--- src/rtl/load_store_unit.sv ---
// Load/store unit: turns CPU load/store requests into word-aligned memory
// transactions, splitting misaligned accesses and extending returned load data.
module load_store_unit #(
    parameter bit SPLIT_EN = 1'b1
) (
    input  logic        clk,
    input  logic        rst,
    input  logic        req_valid,
    output logic        req_ready,
    input  logic        is_load,
    input  logic        is_store,
    input  logic [5:0]  alucode,
    input  logic [31:0] addr,
    input  logic [31:0] wdata,
    output logic        resp_valid,
    output logic        resp_err,
    output logic [31:0] resp_data,
    output logic        mem_req,
    output logic        mem_we,
    output logic [31:0] mem_addr,
    output logic [3:0]  mem_be,
    output logic [31:0] mem_wdata,
    input  logic        mem_gnt,
    input  logic        mem_rvalid,
    input  logic [31:0] mem_rdata
);

    localparam logic [5:0] ALU_LB  = 6'd11;
    localparam logic [5:0] ALU_LH  = 6'd12;
    localparam logic [5:0] ALU_LW  = 6'd13;
    localparam logic [5:0] ALU_LBU = 6'd14;
    localparam logic [5:0] ALU_LHU = 6'd15;
    localparam logic [5:0] ALU_SB  = 6'd16;
    localparam logic [5:0] ALU_SH  = 6'd17;
    localparam logic [5:0] ALU_SW  = 6'd18;

    localparam logic [2:0] S_IDLE  = 3'd0;
    localparam logic [2:0] S_ACC0  = 3'd1;
    localparam logic [2:0] S_WAIT0 = 3'd2;
    localparam logic [2:0] S_ACC1  = 3'd3;
    localparam logic [2:0] S_WAIT1 = 3'd4;
    localparam logic [2:0] S_DONE  = 3'd5;

    logic [2:0]  state;
    logic        ld_q, err_q, split_q, hold_err_q;
    logic [5:0]  op_q;
    logic [31:0] addr_q, wdata_q, r0_q, r1_q, hold_data_q;
    logic [3:0]  mask_q;

    logic [2:0]  sz_in;
    logic [3:0]  mask_in;
    logic        ld_op, st_op, legal, mis_in;

    always_comb begin
        sz_in   = 3'd0;
        mask_in = 4'b0000;
        ld_op   = 1'b0;
        st_op   = 1'b0;
        case (alucode)
            ALU_LB, ALU_LBU: begin sz_in = 3'd1; mask_in = 4'b0001; ld_op = 1'b1; end
            ALU_LH, ALU_LHU: begin sz_in = 3'd2; mask_in = 4'b0011; ld_op = 1'b1; end
            ALU_LW:          begin sz_in = 3'd4; mask_in = 4'b1111; ld_op = 1'b1; end
            ALU_SB:          begin sz_in = 3'd1; mask_in = 4'b0001; st_op = 1'b1; end
            ALU_SH:          begin sz_in = 3'd2; mask_in = 4'b0011; st_op = 1'b1; end
            ALU_SW:          begin sz_in = 3'd4; mask_in = 4'b1111; st_op = 1'b1; end
            default: ;
        endcase
        legal  = (is_load && !is_store && ld_op) || (is_store && !is_load && st_op);
        mis_in = ({1'b0, addr[1:0]} + sz_in) > 3'd4;
    end

    logic [1:0]  off;
    logic [4:0]  sh;
    logic [7:0]  m8;
    logic [63:0] d64;
    logic [31:0] base, v, ext, res;
    logic        acc, sel1;

    always_comb begin
        off  = addr_q[1:0];
        sh   = {off, 3'b000};
        m8   = {4'b0000, mask_q} << off;
        d64  = {32'b0, wdata_q} << sh;
        base = {addr_q[31:2], 2'b00};
        acc  = (state == S_ACC0) || (state == S_ACC1);
        sel1 = (state == S_ACC1);
        // Second-word bytes sit above the first in {r1,r0}; r1 stays 0 when unsplit.
        v    = 32'({r1_q, r0_q} >> sh);
        case (op_q)
            ALU_LB:  ext = {{24{v[7]}}, v[7:0]};
            ALU_LBU: ext = {24'b0, v[7:0]};
            ALU_LH:  ext = {{16{v[15]}}, v[15:0]};
            ALU_LHU: ext = {16'b0, v[15:0]};
            ALU_LW:  ext = v;
            default: ext = '0;
        endcase
        res = (err_q || !ld_q) ? '0 : ext;
    end

    assign req_ready  = (state == S_IDLE);
    assign mem_req    = acc;
    assign mem_we     = acc && !ld_q;
    assign mem_addr   = acc ? (sel1 ? base + 32'd4 : base) : '0;
    assign mem_be     = acc ? (sel1 ? m8[7:4] : m8[3:0]) : '0;
    assign mem_wdata  = acc ? (sel1 ? d64[63:32] : d64[31:0]) : '0;
    assign resp_valid = (state == S_DONE);
    assign resp_err   = (state == S_DONE) ? err_q : hold_err_q;
    assign resp_data  = (state == S_DONE) ? res : hold_data_q;

    always_ff @(posedge clk or posedge rst) begin
        if (rst) begin
            state       <= S_IDLE;
            ld_q        <= 1'b0;
            err_q       <= 1'b0;
            split_q     <= 1'b0;
            op_q        <= '0;
            addr_q      <= '0;
            wdata_q     <= '0;
            mask_q      <= '0;
            r0_q        <= '0;
            r1_q        <= '0;
            hold_err_q  <= 1'b0;
            hold_data_q <= '0;
        end else begin
            case (state)
                S_IDLE: if (req_valid) begin
                    ld_q    <= is_load;
                    op_q    <= alucode;
                    addr_q  <= addr;
                    wdata_q <= wdata;
                    mask_q  <= mask_in;
                    split_q <= mis_in;
                    r0_q    <= '0;
                    r1_q    <= '0;
                    if (!legal || (mis_in && !SPLIT_EN)) begin
                        err_q <= 1'b1;
                        state <= S_DONE;
                    end else begin
                        err_q <= 1'b0;
                        state <= S_ACC0;
                    end
                end
                S_ACC0: if (mem_gnt)
                    state <= ld_q ? S_WAIT0 : (split_q ? S_ACC1 : S_DONE);
                S_WAIT0: if (mem_rvalid) begin
                    r0_q  <= mem_rdata;
                    state <= split_q ? S_ACC1 : S_DONE;
                end
                S_ACC1: if (mem_gnt)
                    state <= ld_q ? S_WAIT1 : S_DONE;
                S_WAIT1: if (mem_rvalid) begin
                    r1_q  <= mem_rdata;
                    state <= S_DONE;
                end
                S_DONE: begin
                    hold_err_q  <= err_q;
                    hold_data_q <= res;
                    state       <= S_IDLE;
                end
                default: state <= S_IDLE;
            endcase
        end
    end

endmodule
--- config.mk ---
export PLATFORM = sky130hd
export DESIGN_NAME = load_store_unit
export DESIGN_NICKNAME = d
export VERILOG_FILES = /design/src/rtl/load_store_unit.sv
export SDC_FILE = /design/constraint.sdc
export NUM_CORES = 1
export LEC_CHECK = 0
export CORE_MARGIN = 5
export CORE_UTILIZATION = 45
export CTS_CLUSTER_SIZE = 24
export DETAILED_ROUTE_END_ITERATION = 12
export GPL_ROUTABILITY_DRIVEN = 0
export PLACE_DENSITY = 0.77
export SLEW_MARGIN = 20
export SYNTH_ARGS = -nofsm -noshare
export SYNTH_HDL_FRONTEND = slang
export SYNTH_SLANG_ARGS = --single-unit
--- constraint.sdc ---
create_clock -name clk -period 11.9 [get_ports clk]
set_clock_uncertainty 0.05 [all_clocks]
set_input_delay 2.38 -clock clk [delete_from_list [all_inputs] [get_ports clk]]
set_output_delay 2.38 -clock clk [all_outputs]
set_load 0.005 [all_outputs]
==> metrics.csv <==
metric,value,unit
synthDistinctLibCells,61,
cts_setup_buffers,0,
core,20960,um2
io_pins,214,
grt_pass1_vias,8641,
arrival,3550,ps
drv_cap,0,
cpPeakStageDelay,680,ps
synth_ff_type,dfrtp_1,
dieArea,24200,um2
antenna_found_initial,0,
fin_crit_sh,50.29,%
end_kind,output port,
port-buffer-count,211,
power,2535,uW
critPathMaxFanout,16,
drc_errors,0,
final_common_cell,nand2_1,
ys_seq_elements,168,
cts_max_level,4,
antenna_left,0,
grt_first_pass_wirelength,46.55,mm
yosysWarningCount,0,
viasPerCell,5.727,
cts_tree,done,
ff2ff_path_depth,4,
powerDensity,205.3,nW/um2
timing.final.ws_setup,5916,ps
finalHoldViolations,0,
cpMaxStageDelayCell,nand3_1,
final_cell_mix,"nand2_1 (376), clkdlybuf4s50_1 (211), dfrtp_1 (166), nand3_1 (50), a21oi_1 (43)",
drive_gt1_share,7.000,%
clockBufferDepth,2,
rsz0062_at_grt,no,
final-setup-viol-count,0,
fin_cells,1575,
hold_path.startpoint,r0_q[0]$_DFFE_PP0P_,
maxSlewHeadroom,38.03,%
cts_sinks,168,
cp_cell_sequence,"inv_1, nor4_1, nand3_1, o211ai_1, clkdlybuf4s50_1",
cts_hold_buf,0,
drt-pass1-iter-count,5,
hold_class,flop to flop,
p_leak,0.005374,uW
r2r_slack,9080,ps
clkLatencyLatePin,430,ps
diodes,0,
synth_cells,1127,
tightest_slew,929.5,ps
path_clk_slew,70,ps
ctsResizeCount,0,
status,completed,
die_h,155.6,um
min_period,5984,ps
track_usage,23.82,%
start_util,45.51,%
std_cell_rows,53,
pre_cts_ws,6347,ps
irDropWorstVdd,0.0001120,V
fin_nets,1399,
cts_buffers,17,
seq_area_frac_synth,44.08,%
grt_max_degree,103,
setup_tns,0,ps
num_vias,9020,
syn-cell-area,9537,um2
drv_slew,0,
place.detailed.hpwl,20.42,mm
fmax,167.1,MHz
wl_per_cell,18.56,um
synth_edf_count,0,
fin_util,58.92,%
start_kind,flop,
syn_to_final_growth,29.47,%
drt_iter0_drc,851,
rr_endpoint,hold_data_q[20]$_DFF_PP0_,
syn-mean-instance-area,8.462,um2
async_flop_share,100.0,%
grt_overflow,0,
cp_data_required_time,9470,ps
routed_wl,29.23,mm
timing.rr.start,addr_q[0]$_DFFE_PP0P_,
crit_path_start,state[2]$_DFFE_PP0P_,
criticalPathCategory,flop to output port,
cts_root_buffer,clkbuf_16,
dpl.cell_count,1543,
hold_depth,2,
die_x,155.6,um
holdPathEnd,r0_q[0]$_DFFE_PP0P_,
[final cells by class]
cell class | instances | area (um2)
Clock buffer | 20 | 456.7
Clock inverter | 12 | 105.1
Fill cell | 1873 | 8608
Inverter | 20 | 80.08
Multi-Input combinational cell | 854 | 4927
Sequential cell | 168 | 4209
Tap cell | 275 | 344.1
Timing Repair Buffer | 226 | 2225
[worst max-delay path by stage]
stage	end	slack [ps]	depth (start not counted)
3_3_place_gp	resp_data[25]	6130	5
6_report	resp_data[20]	5920	5
4_1_cts	resp_data[20]	5880	5
2_1_floorplan	addr_q[0]$_DFFE_PP0P_	4920	1
3_5_place_dp	resp_data[20]	6350	5
5_1_grt	resp_data[31]	5630	5
[kinds of logic after synthesis]
logic type               after synthesis  synth area share (%)
flip-flops                           168                 44.08
other                                  1               0.03932
multiplexers                          68                 9.512
adder cells (fa/ha/maj)                3                0.4723
AND/OR/NAND/NOR                      577                 27.26
buffers and inverters                106                 4.592
XOR/XNOR                               9                0.8266
AO/OA/AOI/OAI                        195                 13.21
[cells in the mapped netlist, drive strengths merged (2+ instances only)]
library cell,n,share of area (%)
mux2i,40,4.2
o211ai,17,1.3
and3b,2,0.18
mux4,17,4.0
a31oi,9,0.59
nor3b,4,0.31
o22ai,17,1.1
or3,8,0.54
or4,14,1.1
mux2,11,1.3
a21oi,43,2.3
a211oi,18,1.4
a22o,20,1.8
nand3,50,2.6
a21o,2,0.16
o311ai,2,0.18
nor3,7,0.37
o31ai,17,1.3
and3,10,0.66
clkbuf,60,2.4
nor2,42,1.7
ha,2,0.26
nor4,6,0.39
xor2,2,0.18
nor4b,3,0.28
nand3b,7,0.55
nand2b,18,1.2
o21ai,41,2.2
buf,26,1.4
nand4,8,0.68
nor4bb,3,0.31
xnor2,7,0.64
dfrtp,168,44
nor2b,8,0.52
inv,20,0.79
and4,4,0.38
nand2,377,15
o41ai,2,0.18
[power breakdown]
group          internal (uW)  switching [uW]
registers                742             231
logic                    444             586
clock network            285             247
total                   1470            1060
[per-stage QoR]
step | instance area (um2) | hold WS, ps
after global routing | 12350 | 454.0
after global placement | 11780 | 400.2
after CTS | 12350 | 421.0
after floorplan | 9540 | 384.1
final | 12350 | 418.9
after detailed placement | 11780 | 406.5
[layer usage]
metal  GRT usage, %  share of wire [%]
met3          4.827                8.7
met1          35.35                 44
met2          35.24                 45
met4          7.503                2.8
met5              0                  0
[worst max-delay path: cells and delay by family (launching register included)]
kind | cells | cell delay (ps)
compound gates | 1 | 450
flops | 1 | 640
simple gates | 2 | 1320
buf+inv | 2 | 720
[flip-flops by register name (all words and copies together) (netlist names), 3 cells and up]
name         cells
mask_q           3
hold_data_q     32
wdata_q         32
state            3
op_q             6
r0_q            32
addr_q          32
r1_q            24
Note: power is estimated with default switching activity, not from simulation.
==> edit 1: new RTL, same settings <==
Make the reset (`rst`) synchronous in one clocked block.
--- a/src/rtl/load_store_unit.sv
+++ b/src/rtl/load_store_unit.sv
@@ -108,5 +108,5 @@
     assign resp_data  = (state == S_DONE) ? res : hold_data_q;
 
-    always_ff @(posedge clk or posedge rst) begin
+    always_ff @(posedge clk) begin
         if (rst) begin
             state       <= S_IDLE;
Behaviour: differs if rst is asserted again (counterexample within 4 cycles, from zero or initial values and one cycle with rst high); with rst held inactive, the same outputs for 4 cycles.
==> edit 1 against the original RTL <==
- register-to-register slack lost 480 ps
- critical path depth is the same
- worst hold slack lost 15 ps
- sequential cell count is the same
- final cell count grew 5.2%
- setup slack lost 690 ps
- via count grew 8.1%
- sequential share of layout area shrank 6.3 points
- cell area shrank 1.6%
- routed wire length grew 5.3%
- area after synthesis shrank 0.97%
- non-clock buffer count shrank 1
- critical path type unchanged
- largest cell class unchanged
Power is not compared: it rests on default switching activity, and its combinational part moved more than twofold at a synthesized area within 25%.
==> edit 1: results (changes against the original RTL) <==
[hold_path]
hp-class=reg -> reg
min_from=r1_q[10]
end_point_of_the_worst_hold_path=r1_q[10]
hold_depth=2  ; unchanged

[power]
ir_worst_vdd_v=0.0000871
leakage_power_of_the_design_nw=4.00
power.share.switching=0.318

[routing]
drt_iter0_drc=839  ; -1.4%
routed_wl_um=30800  ; +5.3%
post_drt_wl_per_cell_um=18.6  ; about the same
viasPerCell=5.88  ; +2.7%
drtPass1Iterations=6  ; +1

[synthesis]
synth.top_cells.by_count=sky130_fd_sc_hd__nand2_1, sky130_fd_sc_hd__a21oi_1, sky130_fd_sc_hd__dfxtp_1
yosysUniqueCellTypes=72  ; +18%
yosys-top-cells-area=sky130_fd_sc_hd__dfxtp_1, sky130_fd_sc_hd__nand2_1, sky130_fd_sc_hd__a21oi_1
yosys_warnings=0  ; unchanged
avgSynthCellArea_um2=7.64  ; -9.7%
synth.yosys.seq_area_share=0.356  ; -0.0847
synth-async-reset-ratio=0  ; -1.00

[worst_setup_path]
ff2ff_setup_slack_ps=8600  ; -480 ps
worstRegToRegCells=4  ; unchanged
crit-reg2reg-launch=state[0]
critPathMaxFanout=37  ; +21
critical-path-slowest-cell=sky130_fd_sc_hd__nor4_4
cpLargestDelayFamily=simple AND/OR/NAND/NOR gates
worst_ep_arrival_time_ps=4240  ; +690 ps
critical-path-max-stage-delay_ps=1010  ; +330 ps
r2r_end=hold_data_q[25]

[run]
max_cap_violations=0  ; unchanged

[clocking]
tritoncts_buffer_count=17  ; unchanged
clock_tree.root_cell=sky130_fd_sc_hd__clkbuf_16

[layout]
nets=1481  ; +5.9%
antenna_cells=0  ; unchanged
drive_above_1_share=0.0637  ; -0.00632

[timing]
hold_violations=0  ; unchanged
relSlewSlack=0.299  ; -0.0817

[placement]
detailedPlacementHpwl_um=21000  ; +2.9%
placed_cells=1624  ; +5.2%

[global_route]
number_of_antenna_violations_at_the_first_check_in_global_routing=1  ; +1
grt_max_degree=92  ; -11%
grt.total_usage=0.250  ; +0.0115
wire_length_of_the_first_global_routing_pass_um=48800  ; +4.9%
number_of_global_route_vias_before_repair=9110  ; +5.4%

[outcome]
status=completed

==> edit 1: layout make-up <==
class,instances,area [µm²]
clock buffer,21,470
clock inverter,11,103
fill,1922,8670
inverter,15,56.3
multi-input combinational,942,5590
sequential,168,3370
tap,275,344
timing repair buffer,225,2220
==> edit 1: worst max path at each step <==
stage               start             to  slack [ps]  cells past startpoint
4_1_cts          state[0]  resp_data[17]        5240                      5
2_1_floorplan  alucode[1]        split_q        7490                      9
3_3_place_gp     state[1]  resp_data[25]        6000                      5
5_1_grt          state[0]  resp_data[17]        5010                      5
3_5_place_dp     state[0]  resp_data[17]        5740                      5
6_report         state[0]  resp_data[17]        5230                      5
==> edit 1: power groups by stage <==
stage	sequential, mW	clock, mW	combinational [mW]
3_3_place_gp	0.646	0	0.294
5_1_grt	0.642	0.571	0.331
4_1_cts	0.636	0.546	0.301
3_5_place_dp	0.649	0	0.298
2_1_floorplan	0.626	0	0.194
6_report	0.636	0.542	0.301
==> edit 1: cells by family after synthesis <==
group	synth area share
buffers and inverters	0.0547
adder cells (fa/ha/maj)	0.00477
AO/OA/AOI/OAI	0.210
XOR/XNOR	0.00835
multiplexers	0.0892
other	0.000397
AND/OR/NAND/NOR	0.276
flip-flops	0.356
==> edit 1: per-stage QoR <==
step                power (mW)  cell area (µm²)  setup WS (ps)  hold WS, ps
floorplan                0.821             9450           7490          378
global route              1.54            12100           5010          419
CTS                       1.48            12100           5240          403
detailed placement       0.947            11600           5740          393
finish                    1.48            12100           5230          404
global placement         0.940            11600           6000          388
==> edit 1: metal layers <==
layer  global-route usage  wire [µm]  vias up
li1                     -          -     4678
met1                0.325      12700     4550
met2                0.395      14100      439
met3               0.0695       2740       81
met4               0.0963       1200        2
met5                    0         12        -
==> edit 2: new RTL, config.mk and constraints unchanged <==
Made on the original files. Set the parameter `SPLIT_EN` to 1'b0 (it was 1'b1).
--- a/src/rtl/load_store_unit.sv
+++ b/src/rtl/load_store_unit.sv
@@ -2,5 +2,5 @@
 // transactions, splitting misaligned accesses and extending returned load data.
 module load_store_unit #(
-    parameter bit SPLIT_EN = 1'b1
+    parameter bit SPLIT_EN = 1'b0
 ) (
     input  logic        clk,
Formal check against the unedited RTL: not equivalent (Yosys sat finds a counterexample within 4 cycles, from zero or initial values and one cycle with rst high).
==> edit 2 against the original RTL <==
- routed wire length up 0.45%
- total power increased by 7.8%
- global-route usage rose by 0.080 points
- setup slack got worse by 640 ps
- sequential cell count unchanged
- combinational power grew 15%
- critical path depth unchanged
- first-iteration DRC count decreased by 11%
- cell area grew 0.65%
- area after synthesis about the same
- core utilization grew 0.38 points
- critical path type unchanged
- critical endpoint is now mem_addr[31]
- largest power group unchanged
==> edit 2: results (changes against the original RTL) <==
[routing]
via_count=8893  ; -1.4%
m1WireLength_um=12500  ; -2.6%
detailroute.wirelength.met2_um=14000  ; +7.9%
detailroute.wirelength.met3_um=2020  ; -21%
drt_iter0_drc=756  ; -11%
post_drt_wl_per_cell_um=18.7  ; +0.90%
routed_wl_um=29400  ; +0.45%

[worst_setup_path]
crit-reg2reg-launch=state[1]
worst_ep_arrival_time_ps=4200  ; +650 ps
critPathMaxFanout=28  ; +12
critical-path-max-stage-delay_ps=910  ; +230 ps

[placement]
placed_cells=1534  ; -0.58%
detailedPlacementHpwl_um=20800  ; +1.9%

[power]
leakage_power_of_the_design_nw=5.25  ; -2.3%
ir_worst_vdd_v=0.000114  ; +1.9%

[synthesis]
syn_inst=1112  ; -1.3%
yosys-top-cells-area=sky130_fd_sc_hd__dfrtp_1, sky130_fd_sc_hd__nand2_1, sky130_fd_sc_hd__mux4_2
post-synth-top-area-fraction=0.441  ; about the same
synth.top_cells.by_count=sky130_fd_sc_hd__nand2_1, sky130_fd_sc_hd__dfrtp_1, sky130_fd_sc_hd__o21ai_0

[outcome]
status=completed

[layout]
num-fill-cells=1844  ; -1.5%
nets=1391  ; -0.57%
drive_above_1_share=0.0766  ; +0.00663

[global_route]
globalRouteMet2Util=0.373  ; +0.0210
number_of_antenna_violations_at_the_first_check_in_global_routing=5  ; +5
grt.total_usage=0.239  ; +0.000804
groute.layer.met1.usage=0.332  ; -0.0214

[timing]
worst_pin_slew_ps=1060  ; +131 ps

-- edit 2: power breakdown --
part	leakage [nW]	switching [mW]	internal [mW]	total, mW
clock network	0.293	0.257	0.322	0.579
registers	2.22	0.230	0.744	0.975
logic	2.74	0.652	0.528	1.18
-- edit 2: critical path, delay by kind of cell (launching register included) --
family	cells	cell delay [ps]
DFF	1	910
buffers and inverters	1	560
and+or+nand+nor	3	2050
muxes	1	240
-- edit 2: cells by family (layout without fill, tap and decap cells) --
| logic type | after synthesis | after routing | synth area share |
|---|---|---|---|
| flops | 168 | 168 | 0.441 |
| other cells | 1 | 3 | 0.000393 |
| fa+ha+maj | 3 | 3 | 0.00473 |
| buf+inv | 99 | 278 | 0.0438 |
| mux | 71 | 71 | 0.100 |
| simple gates | 549 | 549 | 0.261 |
| compound gates | 212 | 212 | 0.141 |
| xor+xnor | 9 | 9 | 0.00827 |
-- edit 2: cell type report --
| class | instances | share of cell area |
|---|---|---|
| Clock inverter | 13 | 0.0126 |
| Multi-Input combinational cell | 846 | 0.398 |
| Antenna cell | 1 | 0.000201 |
| Clock buffer | 19 | 0.0356 |
| Sequential cell | 168 | 0.339 |
| Tap cell | 275 | 0.0277 |
| Inverter | 18 | 0.00584 |
| Timing Repair Buffer | 228 | 0.181 |
-- edit 2: path summary, 6_finish.rpt --
kind	to	slack [ps]	cells past startpoint
worst max-delay path	mem_addr[31]	5270	5
worst max register to register	state[2]	9030	5
worst min register to register	r1_q[22]	430	2
max in group asynchronous	wdata_q[24]	7590	4
min in group asynchronous	r1_q[9]	2310	2
worst min-delay path	r1_q[22]	430	2
-- edit 2: stage by stage --
stage | hold WS, ps | util
CTS | 435 | 0.592
floorplan | 395 | -
detailed placement | 421 | 0.563
global placement | 412 | 0.563
finish | 433 | 0.593
global route | 469 | 0.593
